File: src/rtl/button_pkg.sv
// Shared state type, default tick counts and timer-width helper for the
// button gesture classifier.
package button_pkg;

  typedef enum logic [2:0] {
    IDLE,
    PRESS1,
    GAP,
    PRESS2,
    LONG
  } state_t;

  localparam int LONG_TICKS_DEF       = 50_000_000;
  localparam int DCLICK_GAP_TICKS_DEF = 25_000_000;
  localparam int REPEAT_TICKS_DEF     = 10_000_000;

  function automatic int max3(input int a, input int b, input int c);
    int m;
    m = (a > b) ? a : b;
    return (m > c) ? m : c;
  endfunction

  // Bits needed to hold max_ticks-1.
  function automatic int cnt_w_for(input int max_ticks);
    return (max_ticks < 2) ? 1 : $clog2(max_ticks);
  endfunction

  localparam int CNT_W_DEF =
    cnt_w_for(max3(LONG_TICKS_DEF, DCLICK_GAP_TICKS_DEF, REPEAT_TICKS_DEF));

endpackage

File: src/rtl/button_press_classifier_if.sv
// Button front-end to classifier link: debounced level and edge pulses in,
// one-cycle gesture pulses and busy flag out.
interface button_press_classifier_if;

  logic level;
  logic p_edge;
  logic n_edge;
  logic single_click;
  logic double_click;
  logic long_press;
  logic repeat_pulse;
  logic busy;

  modport master (
    output level, p_edge, n_edge,
    input  single_click, double_click, long_press, repeat_pulse, busy
  );

  modport slave (
    input  level, p_edge, n_edge,
    output single_click, double_click, long_press, repeat_pulse, busy
  );

endinterface

File: src/rtl/press_timer.sv
// Saturating up-counter with synchronous clear and a terminal-count compare
// against a limit supplied at run time.
module press_timer #(
  parameter int CNT_W = 26
) (
  input  logic             clk,
  input  logic             reset,
  input  logic             clear_i,
  input  logic             enable_i,
  input  logic [CNT_W-1:0] limit_i,
  output logic             tc_o
);

  logic [CNT_W-1:0] cnt_q;
  logic [CNT_W-1:0] cnt_d;

  // Clear together with enable counts the clearing cycle as tick 0.
  always_comb begin
    cnt_d = cnt_q;
    if (clear_i) begin
      cnt_d = enable_i ? CNT_W'(1) : '0;
    end else if (enable_i && (cnt_q != '1)) begin
      cnt_d = cnt_q + 1'b1;
    end
  end

  always_ff @(posedge clk) begin
    if (reset) begin
      cnt_q <= '0;
    end else begin
      cnt_q <= cnt_d;
    end
  end

  assign tc_o = (cnt_q == limit_i);

endmodule

File: src/rtl/button_press_classifier.sv
// Classifies debounced button gestures into single click, double click and
// long press pulses. Auto-repeat while held is built only with BTN_AUTOREPEAT_EN.
module button_press_classifier
  import button_pkg::*;
#(
  parameter int LONG_TICKS       = LONG_TICKS_DEF,
  parameter int DCLICK_GAP_TICKS = DCLICK_GAP_TICKS_DEF,
  parameter int REPEAT_TICKS     = REPEAT_TICKS_DEF,
  parameter int CNT_W            = CNT_W_DEF
) (
  input logic clk,
  input logic reset,
  button_press_classifier_if.slave btn
);

  localparam logic [CNT_W-1:0] LONG_LIM = CNT_W'(LONG_TICKS - 1);
  localparam logic [CNT_W-1:0] GAP_LIM  = CNT_W'(DCLICK_GAP_TICKS - 1);
  localparam logic [CNT_W-1:0] SAT_LIM  = '1;

  if (LONG_TICKS < 2 || DCLICK_GAP_TICKS < 2 || REPEAT_TICKS < 2 ||
      CNT_W < cnt_w_for(max3(LONG_TICKS, DCLICK_GAP_TICKS, REPEAT_TICKS)))
  begin : g_param_check
    $error("button_press_classifier: tick counts must be >= 2 and fit in CNT_W");
  end

  state_t           state_q;
  logic             single_q;
  logic             double_q;
  logic             long_q;
  logic             busy_q;
  logic [CNT_W-1:0] tmr_limit;
  logic             tmr_tc;
  logic             tmr_clr;
  logic             tmr_en;
  logic             p_evt;
  logic             n_evt;
  logic             lost_rel;

  // A coincident press and release is a release.
  assign n_evt    = btn.n_edge;
  assign p_evt    = btn.p_edge & ~btn.n_edge;
  assign lost_rel = ~btn.level & ~btn.n_edge;

`ifdef BTN_AUTOREPEAT_EN
  localparam logic [CNT_W-1:0] REP_LIM = CNT_W'(REPEAT_TICKS - 1);
  logic repeat_q;
`endif

  always_comb begin
    tmr_limit = SAT_LIM;
    case (state_q)
      PRESS1:  tmr_limit = LONG_LIM;
      GAP:     tmr_limit = GAP_LIM;
`ifdef BTN_AUTOREPEAT_EN
      LONG:    tmr_limit = REP_LIM;
`endif
      default: tmr_limit = SAT_LIM;
    endcase
  end

  // Timer restarts on every transition; the repeat period restarts from zero.
  always_comb begin
    tmr_clr = 1'b0;
    tmr_en  = 1'b1;
    case (state_q)
      IDLE:   tmr_clr = p_evt;
      PRESS1: begin
        tmr_clr = n_evt | lost_rel | tmr_tc;
        tmr_en  = n_evt | lost_rel | ~tmr_tc;
      end
      GAP:    tmr_clr = p_evt | tmr_tc;
      PRESS2: tmr_clr = n_evt | lost_rel;
      LONG: begin
`ifdef BTN_AUTOREPEAT_EN
        tmr_clr = n_evt | lost_rel | tmr_tc;
        tmr_en  = ~tmr_tc;
`else
        tmr_clr = n_evt | lost_rel;
`endif
      end
      default: tmr_clr = 1'b1;
    endcase
  end

  press_timer #(
    .CNT_W (CNT_W)
  ) u_timer (
    .clk      (clk),
    .reset    (reset),
    .clear_i  (tmr_clr),
    .enable_i (tmr_en),
    .limit_i  (tmr_limit),
    .tc_o     (tmr_tc)
  );

  always_ff @(posedge clk) begin
    if (reset) begin
      state_q  <= IDLE;
      single_q <= 1'b0;
      double_q <= 1'b0;
      long_q   <= 1'b0;
      busy_q   <= 1'b0;
`ifdef BTN_AUTOREPEAT_EN
      repeat_q <= 1'b0;
`endif
    end else begin
      single_q <= 1'b0;
      double_q <= 1'b0;
      long_q   <= 1'b0;
`ifdef BTN_AUTOREPEAT_EN
      repeat_q <= 1'b0;
`endif
      case (state_q)
        IDLE: begin
          if (p_evt) begin
            state_q <= PRESS1;
            busy_q  <= 1'b1;
          end
        end
        PRESS1: begin
          if (n_evt) begin
            state_q <= GAP;
          end else if (lost_rel) begin
            state_q <= IDLE;
            busy_q  <= 1'b0;
          end else if (tmr_tc) begin
            state_q <= LONG;
            long_q  <= 1'b1;
          end
        end
        GAP: begin
          if (p_evt) begin
            state_q <= PRESS2;
          end else if (tmr_tc) begin
            state_q  <= IDLE;
            single_q <= 1'b1;
            busy_q   <= 1'b0;
          end
        end
        PRESS2: begin
          if (n_evt) begin
            state_q  <= IDLE;
            double_q <= 1'b1;
            busy_q   <= 1'b0;
          end else if (lost_rel) begin
            state_q <= IDLE;
            busy_q  <= 1'b0;
          end
        end
        LONG: begin
          if (n_evt || lost_rel) begin
            state_q <= IDLE;
            busy_q  <= 1'b0;
          end
`ifdef BTN_AUTOREPEAT_EN
          else if (tmr_tc) begin
            repeat_q <= 1'b1;
          end
`endif
        end
        default: begin
          state_q <= IDLE;
          busy_q  <= 1'b0;
        end
      endcase
    end
  end

  assign btn.single_click = single_q;
  assign btn.double_click = double_q;
  assign btn.long_press   = long_q;
  assign btn.busy         = busy_q;
`ifdef BTN_AUTOREPEAT_EN
  assign btn.repeat_pulse = repeat_q;
`else
  assign btn.repeat_pulse = 1'b0;
`endif

endmodule

File: src/flat_wrapper.sv
// flat-port wrapper written by rule: the top's interface ports become plain ports
module button_press_classifier_flat import button_pkg::*;
#(
  parameter int LONG_TICKS       = LONG_TICKS_DEF,
  parameter int DCLICK_GAP_TICKS = DCLICK_GAP_TICKS_DEF,
  parameter int REPEAT_TICKS     = REPEAT_TICKS_DEF,
  parameter int CNT_W            = CNT_W_DEF
)
  (clk, reset, btn_level, btn_p_edge, btn_n_edge, btn_single_click, btn_double_click, btn_long_press, btn_repeat_pulse, btn_busy);
  button_press_classifier_if btn_i ();
  input logic clk;
  input logic reset;
  input wire logic [$bits(btn_i.level)-1:0] btn_level;
  input wire logic [$bits(btn_i.p_edge)-1:0] btn_p_edge;
  input wire logic [$bits(btn_i.n_edge)-1:0] btn_n_edge;
  output wire logic [$bits(btn_i.single_click)-1:0] btn_single_click;
  output wire logic [$bits(btn_i.double_click)-1:0] btn_double_click;
  output wire logic [$bits(btn_i.long_press)-1:0] btn_long_press;
  output wire logic [$bits(btn_i.repeat_pulse)-1:0] btn_repeat_pulse;
  output wire logic [$bits(btn_i.busy)-1:0] btn_busy;
  assign btn_i.level = btn_level;
  assign btn_i.p_edge = btn_p_edge;
  assign btn_i.n_edge = btn_n_edge;
  assign btn_single_click = btn_i.single_click;
  assign btn_double_click = btn_i.double_click;
  assign btn_long_press = btn_i.long_press;
  assign btn_repeat_pulse = btn_i.repeat_pulse;
  assign btn_busy = btn_i.busy;
  button_press_classifier #(.LONG_TICKS(LONG_TICKS), .DCLICK_GAP_TICKS(DCLICK_GAP_TICKS), .REPEAT_TICKS(REPEAT_TICKS), .CNT_W(CNT_W)) u_core (.clk(clk), .reset(reset), .btn(btn_i));
endmodule
File: config.mk
export PLATFORM = sky130hd
export DESIGN_NAME = button_press_classifier_flat
export DESIGN_NICKNAME = d
export VERILOG_FILES = /design/src/rtl/button_pkg.sv /design/src/rtl/button_press_classifier_if.sv /design/src/rtl/press_timer.sv /design/src/rtl/button_press_classifier.sv /design/src/flat_wrapper.sv
export SDC_FILE = /design/constraint.sdc
export NUM_CORES = 1
export LEC_CHECK = 0
export ABC_AREA = 1
export BUFFER_PORTS_ARGS = -buffer_cell sky130_fd_sc_hd__buf_2
export CAP_MARGIN = 20
export CORE_MARGIN = 2
export CORE_UTILIZATION = 55
export CTS_CLUSTER_SIZE = 12
export DETAILED_ROUTE_END_ITERATION = 10
export GPL_ROUTABILITY_DRIVEN = 0
export PLACE_DENSITY = 0.69
export SETUP_SLACK_MARGIN = 0.5
export SLEW_MARGIN = 5
export SYNTH_ARGS = -nofsm -noshare
export SYNTH_HDL_FRONTEND = slang
export SYNTH_SLANG_ARGS = --single-unit
File: constraint.sdc
create_clock -name clk -period 2.4 [get_ports clk]
set_clock_uncertainty 0.2 [all_clocks]
set_input_delay 0.48 -clock clk [delete_from_list [all_inputs] [get_ports clk]]
set_output_delay 0.48 -clock clk [all_outputs]
set_load 0.02 [all_outputs]
==> flow_summary.json, run 1 <==
{
  "dieWidth_um": 70.3,
  "drt_iter0_markers": 441,
  "holdPathStages": 2,
  "nets": 460,
  "viasPerCell": 5.88,
  "min_to": "u_core.u_timer.cnt_q[24]",
  "groute.layer.met3.usage": 0.0606,
  "overflow": 0,
  "cp.arrival_ps": 2170,
  "synth_warnings": 0,
  "ys_ff_latch": 33,
  "clock_latency_ps": 290,
  "h-tree-depth": 2,
  "synth_nets": 412,
  "core_um2": 4290,
  "min_from": "reset",
  "antenna_found_initial": 0,
  "synthCells": 406,
  "startpoint_type": "flip-flop",
  "path_class": "flip-flop to flip-flop",
  "rr_worst_depth": 11,
  "drcViolationCount": 0,
  "yosys.cell_types.count": 37,
  "place_hpwl_um": 5690,
  "synth_edf_count": 0,
  "drtAntennaViolNets": 0,
  "rows": 24,
  "track_usage": 0.343,
  "cts_tree": "done",
  "synthFlopType": "dfxtp_1",
  "postSynthAreaPerCell_um2": 5.95,
  "ir_worst_vdd_mv": 0.448,
  "layout-drive-gt1-share": 0.342,
  "leakagePower_nw": 1.31,
  "clockRootBuffer": "clkbuf_8",
  "start_util": 0.563,
  "die_h_um": 70.3,
  "numCtsBuffers": 5,
  "r2r_setup_slack_ps": 240,
  "grt_pass1_vias": 2777,
  "crit_fanout": 6,
  "cp.required_ps": 2410,
  "yosysTopAreaCell": "dfxtp_1",
  "wl_per_cell_um": 16.7,
  "synth_compound_area_frac": 0.0849,
  "grt-busiest-layer": "met2",
  "powerDensity_nw_per_um2": 587,
  "syn_to_final_growth_pct": 34.1,
  "syn_area_um2": 2420,
  "numPortBuffers": 8,
  "setup_viol_count_final": 0,
  "routed_wl_um": 8420,
  "io_pins": 10,
  "grt_start_max_net_pins": 12,
  "rsz0062_at_grt": "true",
  "synthSimpleGateAreaFrac": 0.511,
  "tns_ps": 0,
  "async_flop_share": 0,
  "muxShareOfSynthArea": 0,
  "synth_top_family_by_area": "simple AND/OR/NAND/NOR gates",
  "dieArea_um2": 4940,
  "drv_slew": 0,
  "antennaDiodeCount": 0,
  "holdWs_ps": 225,
  "grt_pass1_wl_um": 13300,
  "final.period_utilization": 0.900,
  "finalCriticalPeriod_ps": 2160,
  "synth.area.top_cells": "dfxtp_1, nand2_1, nor2_1",
  "cts_sinks": 33,
  "cts_max_path_buffers": 2,
  "status": "finished clean",
  "finalHoldViolCount": 0,
  "min_path_type": "primary input to flip-flop",
  "synth-xor-area-share": 0.00362,
  "holdBufCountCts": 0,
  "drt-pass1-iter-count": 6,
  "clkTransAtPathRegs_ps": 60,
  "synth_top_area_share": 0.273,
  "final_util": 0.755,
  "endpoint_kind": "flip-flop",
  "yosys.area_share.adder": 0.00518,
  "worstReg2RegStart": "u_core.u_timer.cnt_q[7]",
  "fmax_ghz": 0.463,
  "use_met1": 0.431,
  "synth.most_common_cell": "nand2_1",
  "yosysSeqAreaShare": 0.273,
  "drv_cap": 0,
  "synth_commonest_cells": "nand2_1, nor2_1, inv_1",
  "r2r-end": "u_core.state_q[0]",
  "vias": 2967,
  "grt_use_met2": 0.548
}
-- repair_timing --
item | in CTS | in global routing
gates cloned | 1 | 0
pin swaps | 28 | 23
resized for setup | 64 | 44
setup endpoints to repair | 29 | 32
setup buffers | 20 | 8
hold endpoints to repair | 0 | 0
-- area by class of cell --
cell class	count	area [µm²]
inverters	60	250
clock buffers	5	68.8
clock inverters	1	5.00
repair buffers	49	380
well taps	52	65.1
fillers	340	1050
flip-flops and latches	33	687
multi-input cells	304	1770
repair inverters	1	11.3
-- flip-flops by register name, indices dropped and copies added, names as in the netlist --
register,cells
u_core.btn.busy,1
u_core.btn.long_press,1
u_core.btn.double_click,1
u_core.state_q,3
u_core.btn.single_click,1
u_core.u_timer.cnt_q,26
-- power breakdown --
part           switching (mW)  total, mW  internal, mW
registers              0.0448      0.633         0.588
clock network           0.200      0.390         0.191
logic                   0.511      0.880         0.368
-- per-layer routing --
layer	routed length, µm	part of all wire	vias up
met5	0	0	-
met1	3350	0.40	1321
met4	553	0.066	0
li1	-	-	1423
met2	3780	0.45	168
met3	734	0.087	55
-- cells in the final DEF (no fill, tap or decap), drive strengths merged --
| master | Yosys | routed |
|---|---|---|
| nor2 | 63 | 63 |
| a31oi | 1 | 1 |
| nor3b | 1 | 1 |
| inv | 60 | 61 |
| nand4 | 24 | 24 |
| o21bai | 1 | 1 |
| or2 | 1 | 1 |
| a21oi | 15 | 15 |
| o22ai | 1 | 1 |
| nand2 | 110 | 110 |
| ha | 1 | 1 |
| dfxtp | 33 | 33 |
| xor2 | 1 | 1 |
| clkinv | 0 | 1 |
| o21ai | 16 | 16 |
| nand3b | 2 | 2 |
| nor4 | 5 | 5 |
| nand3 | 34 | 34 |
| nor3 | 26 | 26 |
| buf | 7 | 49 |
| clkbuf | 2 | 5 |
| o211ai | 1 | 1 |
| conb | 1 | 1 |
-- through the flow --
stage	area (µm²)	instances	setup WS [ps]	power, mW
2_1_floorplan	2450	406	421	1.11
3_3_place_gp	2590	470	57.7	1.25
3_5_place_dp	2590	470	46.6	1.25
4_1_cts	3030	497	258	1.82
5_1_grt	3240	505	156	2.02
6_report	3240	505	240	1.90
-- logic make-up after synthesis --
| family | after synthesis |
|---|---|
| AOI/OAI and AO/OA | 35 |
| DFF | 33 |
| adders and majority gates | 1 |
| and+or+nand+nor | 266 |
| xor gates and xnor gates | 1 |
| buffers and inverters | 69 |
| other | 1 |
-- how the worst max path moves through the flow --
stage / from / to / cells past startpoint
final: u_core.u_timer.cnt_q[7] / u_core.state_q[0] / 11
after floorplan: u_core.u_timer.cnt_q[1] / u_core.u_timer.cnt_q[6] / 13
after CTS: u_core.u_timer.cnt_q[0] / u_core.state_q[0] / 11
after global placement: u_core.u_timer.cnt_q[0] / u_core.u_timer.cnt_q[22] / 14
after global routing: u_core.u_timer.cnt_q[7] / u_core.state_q[0] / 11
after detailed placement: u_core.u_timer.cnt_q[1] / u_core.u_timer.cnt_q[22] / 14
-- worst max-delay path, stage by stage (launching register included) --
cell and delay (ps):
dfxtp_2 390, nand2_1 130, nor2_1 220, nand3_1 110
nand2_1 120, nand3_2 110, nor2_4 150, buf_12 130
o21ai_4 70, buf_6 140, or2_0 190, a21oi_1 130
Note: power is estimated with default switching activity, not from simulation.
==> run 2, diff against run 1 <==
Settings changed: PLACE_DENSITY 0.69 to 0.72.
==> run 2 against run 1 <==
Against the previous run: wire length decreased by 3.6%; critical path depth is 1 lower; count of clock-buffer cells in the layout grew 2; core utilization decreased by 1.9 points; design area shrank 2.5%; sequential power about the same; largest cell class unchanged.
==> flow_summary.json, run 2 (synthesized netlist as in run 1, its figures left out) <==
{
  "viasPerCell": 6.00,
  "largest_register": "u_core.u_timer.cnt_q",
  "fin_area_um2": 3160,
  "relSlewSlack": 0.654,
  "netSwitchingPower_uw": 743,
  "numCtsBuffers": 5,
  "powerDensity_nw_per_um2": 593,
  "cts_sinks": 33,
  "cp-startpoint": "u_core.u_timer.cnt_q[14]",
  "syn_to_final_growth_pct": 30.6,
  "endpoint_kind": "flip-flop",
  "drv_slew": 0,
  "ir_worst_vdd_mv": 0.397,
  "rsz0062_at_grt": "true",
  "dieWidth_um": 70.3,
  "antennaDiodeCount": 0,
  "final.period_utilization": 0.891,
  "grt_pass1_wl_um": 12800,
  "place_hpwl_um": 5590,
  "numPortBuffers": 8,
  "cts_tree": "done",
  "holdBufCountCts": 0,
  "grt_start_max_net_pins": 12,
  "seq_area_um2": 686,
  "postPlaceCellArea_um2": 2590,
  "worstReg2RegStart": "u_core.u_timer.cnt_q[14]",
  "min_path_type": "primary input to flip-flop",
  "cts_max_path_buffers": 2,
  "path_class": "flip-flop to flip-flop",
  "start_util": 0.563,
  "core_um2": 4290,
  "dieArea_um2": 4940,
  "cp_slowest_cell": "dfxtp_1",
  "pwr-share-clk": 0.233,
  "drtAntennaViolNets": 0,
  "clkTransAtPathRegs_ps": 70,
  "final_common_cell": "nand2_1",
  "finalCriticalPeriod_ps": 2140,
  "die_h_um": 70.3,
  "nFillCells": 351,
  "startpoint_type": "flip-flop",
  "slowest_delay_ps": 460,
  "p_comb_frac": 0.427,
  "rows": 24,
  "grt_pass1_vias": 2742,
  "drcViolationCount": 0,
  "share_seq_of_total_power": 0.340,
  "track_usage": 0.328,
  "min_from": "reset",
  "largest_reg_flops": 26,
  "p_int_mw": 1.13,
  "clockRootBuffer": "clkbuf_8",
  "h-tree-depth": 2,
  "wl_per_cell_um": 16.2,
  "cp.arrival_ps": 2150,
  "drv_cap": 0,
  "crit_chain": "nand2_1, nor2_2, inv_1, nor3_1, nand3_2, nand2_8, inv_8, nand3_2, nand2_1, a21oi_1",
  "finalHoldViolCount": 0,
  "io_pins": 10,
  "layout-drive-gt1-share": 0.313,
  "status": "finished clean",
  "overflow": 0,
  "antenna_found_initial": 0,
  "drt-pass1-iter-count": 5,
  "multi_input_area_um2": 1730,
  "tns_ps": 0,
  "top_regs": "u_core.u_timer.cnt_q (26), u_core.state_q (3)",
  "leakagePower_nw": 1.28,
  "routed_wl_um": 8120,
  "crit_fanout": 7,
  "clock_latency_ps": 300,
  "cp.required_ps": 2420,
  "final_cell_mix": "nand2_1, inv_1, nor2_1",
  "p_sw_frac": 0.397,
  "worst_pin_slew_ps": 515,
  "nets": 456,
  "setup_viol_count_final": 0,
  "fmax_ghz": 0.468,
  "drt_iter0_markers": 244,
  "vias": 3011,
  "holdWs_ps": 235,
  "total_power_mw": 1.87
}
[run 2: cell types whose count changed in the layout (fill, tap and decap cells not counted), moves of 2 or more]
cell / before / now
a21oi_1: 4 / 8
nor3_2: 4 / 7
buf_12: 2 / 0
o21ai_1: 4 / 2
dfxtp_1: 18 / 21
buf_6: 2 / 5
nand2_4: 9 / 5
nor3_1: 19 / 17
a21oi_2: 11 / 7
nand3_2: 8 / 6
nand3_1: 23 / 25
dfxtp_2: 12 / 8
buf_4: 37 / 32
nand2_1: 89 / 93
[run 2: final timing paths]
check	to	slack, ps	cells after the start
hold reg to reg	u_core.btn.busy	300	2
setup reg to reg	u_core.u_timer.cnt_q[4]	260	10
setup / recovery	u_core.u_timer.cnt_q[4]	260	10
hold / removal	u_core.state_q[0]	240	2
[run 2: critical path: cells and delay by family (launching register included)]
kind | cells | cell delay (ps)
buf+inv | 2 | 150
simple gates | 7 | 1080
flops | 1 | 460
compound gates | 1 | 160
[run 2: cell type report]
cell class,instances,area share
Timing Repair inverter,1,0.00277
Clock buffer,7,0.0273
Timing Repair Buffer,45,0.107
Sequential cell,33,0.217
Tap cell,52,0.0206
Inverter,60,0.0792
Multi-Input combinational cell,304,0.546
[run 2: layer usage]
layer  vias to the layer above  part of all wire  track usage
met2                       180              0.47        0.535
li1                       1412                 -            -
met1                      1363              0.38        0.409
met4                         0             0.056        0.184
met5                         -                 0            0
met3                        56             0.088       0.0534
[run 2: stage by stage]
| stage | utilization | cells | setup WS, ps |
|---|---|---|---|
| final | 0.735 | 502 | 262 |
| after global routing | 0.735 | 502 | 98.8 |
| after CTS | 0.699 | 497 | 267 |
| after detailed placement | 0.604 | 470 | -44.4 |
| after global placement | 0.604 | 470 | -78.6 |
| after floorplan | - | 406 | 421 |
[run 2: power groups by stage]
stage                     Sequential (mW)  Combinational [mW]  Clock [mW]
after floorplan                     0.621               0.493           0
after global placement              0.651               0.571           0
after detailed placement            0.654               0.578           0
after CTS                           0.636               0.747       0.443
after global routing                0.641               0.879       0.453
final                               0.636               0.799       0.436
[run 2: what timing repair did]
| action | in CTS | in global routing |
|---|---|---|
| endpoints found under the setup margin | 32 | 32 |
| gates cloned | 1 | 0 |
| gates resized for setup | 56 | 36 |
| pin swaps | 26 | 14 |
| setup buffers | 19 | 5 |
